<file path="config.mk">
export PLATFORM = sky130hd
export DESIGN_NAME = i2c_slave_responder
export DESIGN_NICKNAME = d
export VERILOG_FILES = /design/src/rtl/i2c_slave_responder.sv
export SDC_FILE = /design/constraint.sdc
export NUM_CORES = 1
export LEC_CHECK = 0
export CORE_ASPECT_RATIO = 1.25
export CORE_MARGIN = 1
export CORE_UTILIZATION = 38
export CTS_CLUSTER_DIAMETER = 60
export DETAILED_ROUTE_END_ITERATION = 12
export PLACE_DENSITY = 0.61
export SYNTH_ARGS = -nofsm -noshare
export SYNTH_HDL_FRONTEND = slang
export SYNTH_SLANG_ARGS = --single-unit
</file>
<file path="constraint.sdc">
create_clock -name clk -period 2.7 [get_ports clk]
set_clock_uncertainty 0.2 [all_clocks]
set_input_delay 0.27 -clock clk [delete_from_list [all_inputs] [get_ports clk]]
set_output_delay 0.27 -clock clk [all_outputs]
set_load 0.03 [all_outputs]
</file>
<file path="src/rtl/i2c_slave_responder.sv">
// I2C target with an oversampled SCL/SDA front end, a multi-entry address table and
// byte-wide write/read handshakes; optionally stretches SCL while read data is pending.
module i2c_slave_responder #(
    parameter int I2C_ADDR_WIDTH = 7,
    parameter int I2C_DATA_WIDTH = 8,
    parameter int NUM_SLAVES     = 2,
    parameter int SYNC_STAGES    = 2,
    parameter bit STRETCH_EN     = 1'b1,
    localparam int SEL_W = (NUM_SLAVES > 1) ? $clog2(NUM_SLAVES) : 1
) (
    input  logic                                 clk,
    input  logic                                 rst_n,
    input  logic                                 scl_i,
    input  logic                                 sda_i,
    output logic                                 scl_oe,
    output logic                                 sda_oe,
    input  logic [NUM_SLAVES*I2C_ADDR_WIDTH-1:0] slave_addr,
    input  logic [NUM_SLAVES-1:0]                slave_en,
    output logic [SEL_W-1:0]                     sel,
    output logic                                 op,
    output logic                                 wr_valid,
    output logic [I2C_DATA_WIDTH-1:0]            wr_data,
    output logic                                 rd_req,
    input  logic                                 rd_valid,
    input  logic [I2C_DATA_WIDTH-1:0]            rd_data,
    output logic                                 start_det,
    output logic                                 stop_det,
    output logic                                 nack_rcvd,
    output logic                                 busy
);
    localparam int AW    = I2C_ADDR_WIDTH;
    localparam int DW    = I2C_DATA_WIDTH;
    localparam int SR_W  = (AW > DW) ? AW : DW;
    localparam int CNT_W = $clog2(SR_W + 1);
    localparam logic [CNT_W-1:0] ADDR_LAST = CNT_W'(AW);
    localparam logic [CNT_W-1:0] DATA_LAST = CNT_W'(DW - 1);

    typedef enum logic [3:0] {
        S_IDLE, S_ADDR, S_ADDR_ACK, S_WR_DATA, S_WR_ACK,
        S_RD_WAIT, S_RD_DATA, S_RD_ACK, S_IGNORE
    } state_t;

    state_t                 state;
    logic [SYNC_STAGES-1:0] scl_sync, sda_sync;
    logic                   scl_d, sda_d;
    logic [SR_W-1:0]        sr;
    logic [CNT_W-1:0]       cnt;
    logic                   phase;
    logic                   hit;
    logic [SEL_W-1:0]       hit_idx;

    wire scl_s      = scl_sync[SYNC_STAGES-1];
    wire sda_s      = sda_sync[SYNC_STAGES-1];
    wire scl_rise   = scl_s & ~scl_d;
    wire scl_fall   = ~scl_s & scl_d;
    wire start_cond = scl_s & scl_d & sda_d & ~sda_s;
    wire stop_cond  = scl_s & scl_d & ~sda_d & sda_s;

    // Scan from the top so the lowest matching enabled entry wins.
    always_comb begin
        hit     = 1'b0;
        hit_idx = '0;
        for (int k = NUM_SLAVES - 1; k >= 0; k--) begin
            if (slave_en[k] && slave_addr[k*AW +: AW] == sr[AW-1:0]) begin
                hit     = 1'b1;
                hit_idx = SEL_W'(k);
            end
        end
    end

    always_ff @(posedge clk or negedge rst_n) begin
        if (!rst_n) begin
            scl_sync  <= '1;
            sda_sync  <= '1;
            scl_d     <= 1'b1;
            sda_d     <= 1'b1;
            state     <= S_IDLE;
            sr        <= '0;
            cnt       <= '0;
            phase     <= 1'b0;
            scl_oe    <= 1'b0;
            sda_oe    <= 1'b0;
            sel       <= '0;
            op        <= 1'b0;
            wr_valid  <= 1'b0;
            wr_data   <= '0;
            rd_req    <= 1'b0;
            start_det <= 1'b0;
            stop_det  <= 1'b0;
            nack_rcvd <= 1'b0;
            busy      <= 1'b0;
        end else begin
            scl_sync  <= {scl_sync[SYNC_STAGES-2:0], scl_i};
            sda_sync  <= {sda_sync[SYNC_STAGES-2:0], sda_i};
            scl_d     <= scl_s;
            sda_d     <= sda_s;
            start_det <= 1'b0;
            stop_det  <= 1'b0;
            wr_valid  <= 1'b0;
            nack_rcvd <= 1'b0;
            if (start_cond) begin
                start_det <= 1'b1;
                state     <= S_ADDR;
                cnt       <= '0;
                busy      <= 1'b0;
                scl_oe    <= 1'b0;
                sda_oe    <= 1'b0;
                rd_req    <= 1'b0;
            end else if (stop_cond) begin
                stop_det <= 1'b1;
                state    <= S_IDLE;
                busy     <= 1'b0;
                scl_oe   <= 1'b0;
                sda_oe   <= 1'b0;
                rd_req   <= 1'b0;
            end else begin
                case (state)
                    S_IDLE, S_IGNORE: ;
                    S_ADDR: if (scl_rise) begin
                        if (cnt == ADDR_LAST) begin
                            if (hit) begin
                                op    <= sda_s;
                                sel   <= hit_idx;
                                busy  <= 1'b1;
                                phase <= 1'b0;
                                state <= S_ADDR_ACK;
                            end else begin
                                state <= S_IGNORE;
                            end
                        end else begin
                            sr  <= {sr[SR_W-2:0], sda_s};
                            cnt <= cnt + 1'b1;
                        end
                    end
                    // phase 0: waiting for the fall that opens the ACK slot; 1: ACK driven.
                    S_ADDR_ACK, S_WR_ACK: if (scl_fall) begin
                        if (!phase) begin
                            sda_oe <= 1'b1;
                            phase  <= 1'b1;
                        end else begin
                            sda_oe <= 1'b0;
                            cnt    <= '0;
                            state  <= (state == S_ADDR_ACK && op) ? S_RD_WAIT : S_WR_DATA;
                        end
                    end
                    S_WR_DATA: if (scl_rise) begin
                        sr <= {sr[SR_W-2:0], sda_s};
                        if (cnt == DATA_LAST) begin
                            wr_data  <= {sr[DW-2:0], sda_s};
                            wr_valid <= 1'b1;
                            phase    <= 1'b0;
                            state    <= S_WR_ACK;
                        end else begin
                            cnt <= cnt + 1'b1;
                        end
                    end
                    // sr holds the bits still to send, MSB-aligned; the MSB goes out on load.
                    S_RD_WAIT: begin
                        if (rd_req && rd_valid && !scl_s) begin
                            sr     <= SR_W'({rd_data[DW-2:0], 1'b1});
                            sda_oe <= ~rd_data[DW-1];
                            rd_req <= 1'b0;
                            scl_oe <= 1'b0;
                            cnt    <= '0;
                            state  <= S_RD_DATA;
                        end else if (!STRETCH_EN && scl_rise) begin
                            sr     <= '1;
                            rd_req <= 1'b0;
                            cnt    <= '0;
                            state  <= S_RD_DATA;
                        end else begin
                            rd_req <= 1'b1;
                            scl_oe <= STRETCH_EN && !scl_s;
                        end
                    end
                    S_RD_DATA: if (scl_fall) begin
                        if (cnt == DATA_LAST) begin
                            sda_oe <= 1'b0;
                            phase  <= 1'b0;
                            state  <= S_RD_ACK;
                        end else begin
                            sda_oe <= ~sr[DW-1];
                            sr     <= {sr[SR_W-2:0], 1'b1};
                            cnt    <= cnt + 1'b1;
                        end
                    end
                    S_RD_ACK: begin
                        if (scl_rise) begin
                            if (sda_s) begin
                                nack_rcvd <= 1'b1;
                                state     <= S_IGNORE;
                            end else begin
                                phase <= 1'b1;
                            end
                        end else if (scl_fall && phase) begin
                            cnt   <= '0;
                            state <= S_RD_WAIT;
                        end
                    end
                    default: state <= S_IDLE;
                endcase
            end
        end
    end
endmodule

</file>
Yosys cells after proc, flatten, opt, wreduce, memory -nomap -nowiden:

Cells that the tools add are included.

* input port bits: 29
* word-level logic and storage cells: 188
* register bits after elaboration: 41

* bitwise operators: 15
* equality and inequality tests: 42
* reductions and logical operators: 28
* multiplexer cells: 83
* add/subtract/negate cells: 1

Operators by type and width (number)
* 4-bit 2-to-1 mux: 25
* 8-bit 2-to-1 mux: 6
* 1-bit 2-to-1 mux: 46
* 4-bit != test, second input constant: 9
* 8-bit case mux with 4 select lines: 1
* 4-bit case mux with 7 select lines: 1
* 2-bit != test, second input constant: 12
* 3-bit != test, second input constant: 7
* 4-bit by 3-bit == test with 1-bit output, second input constant: 5
* 4-bit case mux with 5 select lines: 1
* 9-bit AND reduction: 2
* 3-bit nonzero test: 5
* 7-bit == test: 2
* 12-bit AND reduction: 1
* 11-bit AND reduction: 1
* 5-bit != test, second input constant: 2
* 5-bit nonzero test: 2
* 4-bit by 2-bit == test with 1-bit output, second input constant: 2
* 1-bit inverter: 8
* 4-bit AND reduction: 2
* 1-bit bitwise AND: 7
* 1-bit logical AND: 6
* 6-bit AND reduction: 1
* 6-bit nonzero test: 1
* 12 further kinds: 14

Longest topological paths before layout:

* depth in word-level cells: 10
* gate-level depth with buffers: 8
* gate-level depth less buffers: 7

Worst setup path before layout:

OpenSTA, ideal clock, no wires.

* kind: register to register
* from: reg scl_sync[1]
* to: reg cnt[3]
* arrival time: 2.031 ns
* slack: 0.343 ns
* path buffers: 0
* cell stages (with the launch flop): 7
* data required time: 2.374 ns
* cells stage by stage: dfstp_2 > nor2b_1 > a211oi_1 > or4_4 > a21o_1 > a21o_1 > a221o_1

* cells in the longest elaborated chain, start to end: 5

Ends and longest elaborated chain
* from (decl): line 44 `logic [SYNC_STAGES-1:0] scl_sync, sda_sync;`
* from (signal assigned): line 93 `scl_sync <= {scl_sync[SYNC_STAGES-2:0], scl_i};`
* 1-bit bitwise AND or 1-bit inverter (tied branches): line 56, 57, 55
* 1-bit bitwise AND, on equally long branches: line 56, 55, 57
* 1-bit bitwise AND, or another cell as far along: line 56 `wire start_cond = scl_s & scl_d & sda_d & ~sda_s;`
* 3-bit != test (no source line), or another cell as far along
* 9-bit AND reduction (no source line)
* to (signal assigned): line 132 `cnt <= cnt + 1'b1;`
* to (signal assigned): line 154 `cnt <= cnt + 1'b1;`
* to (signal assigned): line 184 `cnt <= cnt + 1'b1;`
* to (decl): line 47 `logic [CNT_W-1:0] cnt;`

Several ways; a longest one is shown, not always the timed one.
A chain may end at the register's enable or synchronous reset.

Final worst setup path:

* from: reg scl_sync[1]
* to: reg cnt[2]

Same word-level chain as after synthesis.

==> summary.txt <==
Clock tree
  – CTS buffer count: 5
  – CTS tree: done
  – Clock Sink Count: 41
  – Clk_lat worst skew: 0.29 ns
  – Longest Clk Path Bufs: 2
  – Root Buffer Master: clkbuf_8
  – Clock slew at reported path FFs: 0.09 ns
  – Post-CTS sizing: 0
  – H-tree levels: 2

Critical path
  – Worst setup EP type: register
  – Reg-to-reg critical path startpoint: scl_sync[1]
  – CP arrival: 2.51 ns
  – Crit path largest cell delay: 0.62 ns
  – R2R Path End: cnt[2]
  – Setup crit end: cnt[2]
  – Worst path depth: 6
  – Critical path origin: scl_sync[1]
  – CP delay by family, top: compound AO/OA/AOI/OAI gates
  – Worst setup SP type: register
  – Slowest stage cell, crit path: dfstp_2
  – R2R Setup Slk: 0.17 ns
  – Most common cell on crit path: a21o_1
  – Worst r2r path cells: 6
  – CP Max Fanout: 8
  – Worst Path Buf+Inv: 0
  – CP required: 2.69 ns
  – Kind of critical path: reg -> reg
  – Crit path cell chain: nor2b_1, a211oi_1, or4_4, a21o_1, a21o_1, a221o_1

Yosys
  – Post-synthesis sequential element count: 41
  – Syn Std Cell Area: 2330 um^2
  – Syn Inst Count: 247
  – Synth Flop Type: dfrtp_1
  – Post-synthesis sequential area ratio: 0.444
  – Post-synth EDFFs: 0
  – Yosys warns: 0
  – Asr flop ratio synth: 1.00
  – Synth unique cells: 50
  – Average size of a mapped cell: 9.43 um^2
  – Syn nets: 277

Timing
  – Final setup viols: 0
  – RSZ-0062 raised after global routing: no
  – Hold Slack: 0.159 ns
  – Final setup margin: 0.175 ns
  – Final hold vios: 0
  – Slew HR: 0.392
  – Worst-margin pin slew: 0.913 ns
  – Max Slew Vio Count: 0
  – Minimum clock period: 2.53 ns
  – Fin crit share: 0.935
  – FMAX: 396 MHz
  – Setup TNS: 0 ns

Cells and area
  – Layout Cells excl Fill: 387
  – Finished Cell Area: 3060 um^2
  – FF/Latch Area: 1030 um^2
  – Share of cells above drive strength 1: 0.141
  – Number of antenna diodes: 0
  – Syn-to-layout area delta: 31.1%
  – Area of the multi-input gates: 1220 um^2
  – Filler Cells Inserted: 534
  – Nets: 334
  – Layout Utilization: 0.522

Global routing
  – GRT Util Overall: 0.190
  – Vias in the first global route: 1955
  – Initial antenna violation count: 0
  – Gr ovfl total: 0
  – Largest net degree at the start of global routing: 42
  – First-pass GRT wire length: 9340 um

Placement
  – DP HPWL: 4390 um
  – Placement Cell Area: 2950 um^2
  – Routability Congestion: 0.937
  – Pre-CTS setup slack: 0.110 ns
  – PortBufs: 46
  – Placed insts: 378

Floorplan
  – Rows: 31
  – Die extent in x: 72.0 um
  – Core ar.: 5860 um^2
  – Top Ports: 47
  – DIE AREA: 6450 um^2
  – Die Ht: 89.5 um
  – Initial core utilization: 0.398

Power
  – Overall power: 1.35 mW
  – Pwr/cell area: 441 nW/um^2
  – Lkg Pwr: 1.35 nW
  – IR drop worst, VDD: 276 uV

Run
  – Max-cap violations: 0

Detailed routing
  – Wirelength per Cell: 14.9 um
  – DRT iter0 DRCs: 95
  – Pre-Repair DR Iteration Count: 5
  – Vias per inst: 5.24
  – Antenna violation net count after detailed routing: 0
  – Total Wirelength: 5780 um
  – DRC viols: 0
  – Vias: 2027

Min path
  – Worst Hold Class: reg -> reg

Run status
  – Run status: completed
==> power by group <==
part | switching [mW] | internal [mW]
logic | 0.0908 | 0.127
clock network | 0.236 | 0.187
registers | 0.0567 | 0.651
==> timing repair <==
item / CTS / global route
hold buffers: 1 / 0
buffers inserted: 0 / 0
hold endpoints to repair: 35 / 0
==> worst min-delay path by stage <==
stage | startpoint | end | slack [ns] | depth (start not counted)
floorplan | rst_n | busy | -0.23 | 0
global placement | sda_sync[0] | sda_sync[1] | 0.15 | 0
detailed placement | scl_sync[0] | scl_sync[1] | 0.15 | 0
CTS | sda_sync[0] | sda_sync[1] | 0.16 | 0
global route | sda_i | sda_sync[0] | 0.16 | 1
finish | scl_sync[0] | scl_sync[1] | 0.16 | 0
==> synthesized netlist by cell type (2+ instances only) <==
master    number  area share
a211oi_1       2      0.0064
a21o_1         4       0.013
a21oi_1       12       0.026
a221o_1        2      0.0086
a22o_1         2      0.0075
and3_1         2      0.0054
and3b_1        2      0.0075
buf_2          3      0.0064
clkbuf_1      10       0.016
dfrtp_1       35        0.38
dfstp_2        6       0.068
inv_1          3      0.0048
mux2_1        10       0.048
mux2_2         8       0.039
nand2_1       34       0.055
nand2b_1       6       0.016
nand3_1        4      0.0086
nand3b_1       2      0.0064
nand4_1        5       0.013
nor2_1        19       0.031
nor2b_1        8       0.021
nor3_1         8       0.017
nor4_1         5       0.013
o21a_1         2      0.0064
o21ai_0       12       0.026
o22ai_1        2      0.0054
or2_1          2      0.0054
xnor2_1       15       0.056
==> cell type report <==
| cell class | instances | share of cell area |
|---|---|---|
| multi-input combinational | 188 | 0.398 |
| sequential | 41 | 0.338 |
| clock buffer | 5 | 0.0225 |
| tap | 82 | 0.0336 |
| inverter | 4 | 0.00491 |
| timing repair buffer | 64 | 0.194 |
| clock inverter | 3 | 0.00819 |
==> sequential cells by signal (all words and copies together) (netlist names), 2 cells and up <==
| signal | count |
|---|---|
| sda_sync | 2 |
| cnt | 4 |
| wr_data | 8 |
| sr | 8 |
| scl_sync | 2 |
| state | 4 |
==> routing by layer <==
metal / part of all wire / global-route usage
met5: 0 / 0
met4: 0.032 / 0.0909
met3: 0.044 / 0.0349
met2: 0.51 / 0.345
met1: 0.42 / 0.217
==> layout by cell type, fill, tap and decap left out, drive strengths merged, types with 2 or more instances in the layout <==
| cell type | instances |
|---|---|
| a211oi | 2 |
| dfstp | 6 |
| a22o | 2 |
| or2 | 2 |
| and3b | 2 |
| nand3b | 2 |
| o21a | 3 |
| nor4 | 5 |
| nor2 | 19 |
| o21ai | 13 |
| xnor2 | 15 |
| nand4 | 5 |
| dfrtp | 35 |
| nand2 | 34 |
| nor2b | 8 |
| clkbuf | 5 |
| a221o | 2 |
| clkdlybuf4s50 | 45 |
| o22ai | 2 |
| or4 | 2 |
| and3 | 2 |
| nand2b | 6 |
| nand3 | 4 |
| a21o | 4 |
| buf | 18 |
| mux2 | 18 |
| inv | 5 |
| nor3 | 8 |
| a21oi | 12 |
==> cells by family (layout without fill, tap and decap cells) <==
kind of cell | after synthesis | count (layout) | share of synthesized area
fa+ha+maj | 1 | 1 | 0.00537
simple gates | 103 | 103 | 0.224
flops | 41 | 41 | 0.444
xor+xnor | 15 | 15 | 0.0564
compound gates | 51 | 51 | 0.149
mux | 18 | 18 | 0.0870
buf+inv | 18 | 76 | 0.0338
No activity file was read; power rests on OpenSTA's default activity.
